$ cat src/rtl/register_scoreboard_pkg.sv
// Shared constants for the register scoreboard: default sizes,
// the life reload value and the hard-wired zero register index.
package register_scoreboard_pkg;

    localparam int DEF_NB_REGS      = 32;
    localparam int DEF_NB_STALL_CNT = 16;
    localparam int REG_IDX_W        = 5;

    typedef logic [1:0] life_t;

    // A recorded write stays visible through EX, MEM and WB.
    localparam life_t LIFE_RELOAD = 2'd3;

    localparam logic [REG_IDX_W-1:0] REG_ZERO = '0;

endpackage

$ cat src/rtl/register_scoreboard_entry.sv
// One scoreboard slot: load-pending flag plus 2-bit life counter.
// Ports: i_clk, i_reset (async, high), i_halt, i_record, i_record_ld,
//        o_ld (load pending), o_life (cycles left in flight).
module scoreboard_entry
    import register_scoreboard_pkg::*;
(
    input  logic       i_clk,
    input  logic       i_reset,
    input  logic       i_halt,
    input  logic       i_record,
    input  logic       i_record_ld,
    output logic       o_ld,
    output logic [1:0] o_life
);

    always_ff @(posedge i_clk or posedge i_reset) begin
        if (i_reset) begin
            o_ld   <= 1'b0;
            o_life <= '0;
        end else if (!i_halt) begin
            if (i_record) begin
                o_ld   <= i_record_ld;
                o_life <= LIFE_RELOAD;
            end else begin
                // A load only blocks the instruction right behind it;
                // later consumers are served by forwarding.
                o_ld <= 1'b0;
                if (o_life != '0) begin
                    o_life <= o_life - 2'd1;
                end
            end
        end
    end

endmodule

$ cat src/rtl/register_scoreboard.sv
// Register scoreboard: tracks in-flight writes and raises a load-use stall.
// Ports: i_clk, i_reset, i_halt, issue bundle (i_issue_*), i_flush,
//        ID sources (i_id_rs/rt, i_id_use_rs/rt),
//        o_stall, o_busy_mask, o_stall_cnt.
module register_scoreboard
    import register_scoreboard_pkg::*;
#(
    parameter int NB_REGS      = DEF_NB_REGS,
    parameter int NB_STALL_CNT = DEF_NB_STALL_CNT
) (
    input  logic                    i_clk,
    input  logic                    i_reset,
    input  logic                    i_halt,
    input  logic                    i_issue_valid,
    input  logic                    i_issue_wb,
    input  logic                    i_issue_mem_read,
    input  logic [4:0]              i_issue_rd,
    input  logic                    i_flush,
    input  logic [4:0]              i_id_rs,
    input  logic [4:0]              i_id_rt,
    input  logic                    i_id_use_rs,
    input  logic                    i_id_use_rt,
    output logic                    o_stall,
    output logic [NB_REGS-1:0]      o_busy_mask,
    output logic [NB_STALL_CNT-1:0] o_stall_cnt
);

    logic [NB_REGS-1:0] ld;
    logic               record;
    logic               rs_ld;
    logic               rt_ld;

    // A stalled cycle turns the issue into a bubble, so nothing is recorded.
    assign record = i_issue_valid && i_issue_wb && !i_flush &&
                    !o_stall && !i_halt && (i_issue_rd != REG_ZERO);

    assign ld[0]          = 1'b0;
    assign o_busy_mask[0] = 1'b0;

    for (genvar r = 1; r < NB_REGS; r++) begin : g_entry
        logic [1:0] life;

        scoreboard_entry u_entry (
            .i_clk       (i_clk),
            .i_reset     (i_reset),
            .i_halt      (i_halt),
            .i_record    (record && (i_issue_rd == REG_IDX_W'(r))),
            .i_record_ld (i_issue_mem_read),
            .o_ld        (ld[r]),
            .o_life      (life)
        );

        assign o_busy_mask[r] = (life != '0);
    end

    always_comb begin
        rs_ld = 1'b0;
        rt_ld = 1'b0;
        for (int r = 0; r < NB_REGS; r++) begin
            if (i_id_rs == REG_IDX_W'(r)) rs_ld = ld[r];
            if (i_id_rt == REG_IDX_W'(r)) rt_ld = ld[r];
        end
        o_stall = (i_id_use_rs && (i_id_rs != REG_ZERO) && rs_ld) ||
                  (i_id_use_rt && (i_id_rt != REG_ZERO) && rt_ld);
    end

    always_ff @(posedge i_clk or posedge i_reset) begin
        if (i_reset) begin
            o_stall_cnt <= '0;
        end else if (!i_halt && o_stall && (o_stall_cnt != '1)) begin
            o_stall_cnt <= o_stall_cnt + 1'b1;
        end
    end

endmodule

$ cat config.mk
export PLATFORM = sky130hd
export DESIGN_NAME = register_scoreboard
export DESIGN_NICKNAME = d
export VERILOG_FILES = /design/src/rtl/register_scoreboard_pkg.sv /design/src/rtl/register_scoreboard_entry.sv /design/src/rtl/register_scoreboard.sv
export SDC_FILE = /design/constraint.sdc
export NUM_CORES = 1
export LEC_CHECK = 0
export ABC_AREA = 1
export BUFFER_PORTS_ARGS = -buffer_cell sky130_fd_sc_hd__buf_2
export CORE_MARGIN = 4
export CORE_UTILIZATION = 40
export DETAILED_ROUTE_END_ITERATION = 10
export GPL_TIMING_DRIVEN = 0
export PLACE_DENSITY = 0.63
export SYNTH_ARGS = -nofsm -noshare
export SYNTH_HDL_FRONTEND = slang
export SYNTH_SLANG_ARGS = --single-unit
$ cat constraint.sdc
create_clock -name i_clk -period 3.9 [get_ports i_clk]
set_input_delay 0.78 -clock i_clk [delete_from_list [all_inputs] [get_ports i_clk]]
set_output_delay 0.78 -clock i_clk [all_outputs]
set_load 0.1 [all_outputs]
## Yosys cells after proc, flatten, opt, wreduce, memory -nomap -nowiden

Index checks and enable logic that the tools add are counted.

| word-level totals | value |
|---|---|
| register bits | 109 |
| memory bits (read-only) | 0 |
| logic and storage cells | 487 |
| bits in writable memories | 0 |
| output and inout bits | 49 |
| bits of input ports | 24 |
| memories | 0 |
| bits in latches | 0 |

| operators by class | value |
|---|---|
| equality and inequality tests | 94 |
| $mul | 0 |
| reductions and logical operators | 142 |
| magnitude comparators | 0 |
| bitwise logic cells | 1 |
| add/sub/neg operators | 32 |
| divide/modulo/power cells | 0 |
| mux-type cells | 155 |
| shifts and indexed selects | 0 |

Operators with widths:

| kind | count |
|---|---|
| $eq 5x5->1 const B | 48 |
| $mux 2 | 62 |
| $reduce_bool 2->1 | 62 |
| $eq 5x4->1 const B | 24 |
| $mux 1 | 93 |
| $reduce_and 2->1 | 31 |
| $sub 2x1->2 const B | 31 |
| $eq 5x3->1 const B | 12 |
| $logic_and 1x1->1 | 42 |
| $eq 5x2->1 const B | 6 |
| $add 16x1->16 const B | 1 |
| $ne 16x16->1 const B | 1 |
| $eq 5x1->1 const B | 3 |
| $reduce_bool 5->1 | 3 |
| $logic_not 1->1 | 3 |
| $logic_or 1x1->1 | 1 |
| $not 1->1 | 1 |

## Depth between registers and ports, before layout

| logic depth | value |
|---|---|
| depth in word-level cells | 41 |
| depth in mapped cells | 33 |
| mapped depth without buffers | 32 |

## Hierarchy

From an unflattened synthesis, not the netlist that was laid out.

| second synthesis, totals | value |
|---|---|
| cells, all modules | 1121 |
| area, all modules | 7677.4 µm² |

By module, submodules not included:

| module | sequential area each (µm²) | cells each | instances | area an instance (µm²) |
|---|---|---|---|---|
| scoreboard_entry | 75.1 | 22 | 31 | 163.9 |
| register_scoreboard | 400.4 | 439 | 1 | 2596.2 |

## Worst setup path before layout

OpenSTA, ideal clock, no wires.

| timing | value |
|---|---|
| kind | input port to output port |
| start | input i_id_rs[4] |
| end | output o_stall |
| arrival time | 2.670 ns |
| path buffers | 2 |
| data required time | 3.120 ns |
| setup slack | 0.450 ns |
| stages on the path | 23 |
| cells stage by stage | clkbuf_2 -> inv_1 -> clkbuf_1 -> o2111ai_1 -> nand2_1 -> nand2_1 -> nand3_1 -> nand2_1 -> nand3_1 -> nand2_1 -> nand2_1 -> nand2_1 -> nand3_1 -> nand2_1 -> nand3_1 -> nand2_1 -> nand2_1 -> nand2_1 -> nand3_1 -> nand2_1 -> nand2_2 -> nand2_4 -> nand2_4 |

| on the way | value |
|---|---|
| word-level cells in the longest chain between the ends | 34 |
| elaborated cells between the ends (all ways) | 66 |
| those cells by class | eq/ne: 31; mux: 31; reduce/logical: 4 |

RTL lines:

| what | line | RTL |
|---|---|---|
| start, declared | register_scoreboard.sv:19 | `input logic [4:0] i_id_rs,` |
| $eq 5x1->1 | register_scoreboard.sv:60 | `if (i_id_rs == REG_IDX_W'(r)) rs_ld = ld[r];` |
| $mux 1 (31 in a row) | register_scoreboard.sv:60 |  |
| $logic_and 1x1->1 (*) | register_scoreboard.sv:63 | `o_stall = (i_id_use_rs && (i_id_rs != REG_ZERO) && rs_ld) \|\|` |
| $logic_or 1x1->1 (*) | register_scoreboard.sv:63 |  |
| end, declared | register_scoreboard.sv:23 | `output logic o_stall,` |

Every way passes the cells marked *; elsewhere a longest branch is shown, timed or not.

## Final worst setup path

| timing | value |
|---|---|
| start | input i_id_rs[0] |
| end | output o_stall |

Same word-level chain as after synthesis.

==> metrics <==
initial antenna violation count 1; status complete, no violations; placed cells 1341; routability cong. 0.941; number of buffers created by CTS 9; # rows 50; worst path required time about 3100 ps; vias per cell 4.98; CP Data Arrival Time roughly 3100 ps; Final Critical Period 3830 ps; first-pass GRT wire length 32200 microns; sequential share of the synthesized area 0.351; setup repair after global routing missed its margin true; H-Tree Depth 3; Initial DRC Count ~530; Syn Inst Count ~1000; iteration count of the initial detailed-routing pass 5; max-cap viol count 0; Final Setup Violations 0; CTS tree yes; global routing usage on met3 0.0282; GR met1 Demand/Resource 0.259; met2 Use GR 0.289; clk_lat worst skew 360 ps; Initial Utilization 0.411; wirelength, routed 19200 microns; Final Slew Violations 0; hold_buf cts 0; CTS Buffer Depth 2; area of the multi-input gates 0.00422 sq mm; gr ovfl total 0; vias in the first global route 6459; overall routing resource usage 0.181; slowest stage delay, CP 180 ps; Port Buf Inserts 65; post-synthesis cell type count 40; Final Worst Setup Slack 71.8 ps; Power Total 6.78 mW; Leak 4.43 nW; sequential cell area 0.00273 sq mm; commonest non-fill, non-tap cell in the layout nand2_1; share of cells above drive strength 1 0.222; Most Crowded Layer GR met2; CP Buf/Inv Count 4; Fill cells 1933; Die X-Extent 147 microns; relative slew slack 0.514; Setup TNS 0 ps; pin count of the biggest net entering global routing 57; Core Util, Final 0.473; Die Y 147 microns; most frequent cells in the layout nand2_1, inv_1, dfrtp_1; Final nets about 1200; Area Overhead vs Synth 14.9%; fin cells 1370; worst hold path class reg -> reg; Fmax 261 MHz; Worst setup EP type primary output; Die Area 0.0217 sq mm; period utilization 0.982; Cell Pwr Density 759 mW/mm^2; mapped cell area around 0.0078 sq mm; Final ANT Viol Nets 0; CP max stage cell nor2_1; DRC 0; Syn Nets 1071; Final Hold Viols 0; Most common cell on crit path nand2_1; number of synthesized register bits 109; clock edge transition at the registers on the reported setup and hold paths 70 ps; Syn. warnings 0; crit path kind in -> out; # IOs 73; wire per inst ~14 microns; CTS root buf clkbuf_16; HPWL Detailed 15000 microns; Sink Count between 100 and 150; Worst-Margin Slew 729 ps; core region area 0.0189 sq mm; syn_area_per_cell 7.66 sq um; worst-case vdd ir drop between 0.0006 and 0.0007 V; crit-path leading delay family simple AND/OR/NAND/NOR gates; startpoint types input port; pre-CTS WS -232 ps; clk_skew roughly 9.7 ps; Max Fanout on Critical Path 6; Via Count 6816
report_power, final:
group / switching, mW / leakage, nW / internal [mW]
sequential: 0.258 / 1.39 / 1.52
clock: 0.427 / 0.130 / 0.436
combinational: 3.14 / 2.90 / 1.00
cells in the mapped netlist (all sizes together):
library cell | count | area [sq um]
ha | 32 | 400
nand2 | 367 | 1570
nor4 | 3 | 18.8
nor3b | 1 | 7.51
clkbuf | 16 | 85.1
o211ai | 1 | 7.51
o2111ai | 8 | 70.1
a2111oi | 2 | 17.5
dfrtp | 109 | 2730
conb | 1 | 3.75
a31oi | 2 | 12.5
nand4 | 53 | 782
a31o | 1 | 8.76
nor3 | 5 | 25.0
nand3b | 1 | 7.51
a21oi | 2 | 10.0
xnor2 | 3 | 26.3
inv | 158 | 593
nor2 | 76 | 325
o2111a | 1 | 11.3
nand3 | 97 | 485
o21ai | 24 | 120
o22ai | 17 | 106
a211oi | 1 | 7.51
buf | 23 | 225
xor2 | 11 | 119
cell type report:
cell class / count / area share
Sequential cell: 109 / 0.305
Multi-Input combinational cell: 709 / 0.473
Buffer: 39 / 0.0357
Antenna cell: 1 / 0.000280
Clock buffer: 11 / 0.0260
Timing Repair Buffer: 78 / 0.0524
Tap cell: 260 / 0.0364
Clock inverter: 5 / 0.00392
Inverter: 158 / 0.0672
timing repair:
action	CTS	global route
pin swaps	0	19
hold endpoints to repair	0	0
gates resized for setup	3	30
setup endpoints to repair	1	1
setup buffers	0	12
sequential cells by signal, indices dropped and copies added, names as in the netlist:
register	count
o_stall_cnt	16
g_entry.u_entry.o_life	62
g_entry.u_entry.o_ld	31
per-layer routing:
layer / vias to the layer above / wire length, microns
met3: 18 / 1030
met1: 3205 / 9030
li1: 3425 / -
met2: 166 / 8850
met5: - / 13
met4: 2 / 226
path summary, 6_finish.rpt:
check,cells past startpoint,endpoint,slack (ps),startpoint
worst max-delay path,28,o_stall,70,i_id_rs[0]
worst min-delay path,2,g_entry[2].u_entry.o_life[1],470,g_entry[2].u_entry.o_life[1]
worst max register to register,27,g_entry[27].u_entry.o_life[0],870,g_entry[3].u_entry.o_ld
max in group asynchronous,3,g_entry[4].u_entry.o_ld,2630,i_reset
worst min register to register,2,g_entry[2].u_entry.o_life[1],470,g_entry[2].u_entry.o_life[1]
min in group asynchronous,2,o_stall_cnt[5],540,i_reset
stage by stage:
stage / area [sq um] / hold WS (ps)
2_1_floorplan: 7770 / 441
3_3_place_gp: 8420 / 454
3_5_place_dp: 8450 / 458
4_1_cts: 8730 / 476
5_1_grt: 8930 / 489
6_report: 8930 / 469
worst min-delay path, stage by stage, from the launching register on:
cell and delay (ps):
dfrtp_1 340, nand2_1 50, nand2_1 50
logic make-up (layout without fill, tap and decap cells):
family | count (synthesis) | in the layout | synth area share
XOR/XNOR | 14 | 14 | 0.0187
AO/OA/AOI/OAI | 59 | 59 | 0.0478
adder cells (fa/ha/maj) | 32 | 32 | 0.0515
buffers and inverters | 197 | 291 | 0.116
flip-flops | 109 | 109 | 0.351
other | 1 | 2 | 0.000482
AND/OR/NAND/NOR | 603 | 603 | 0.414
Note: power is estimated with default switching activity, not from simulation.
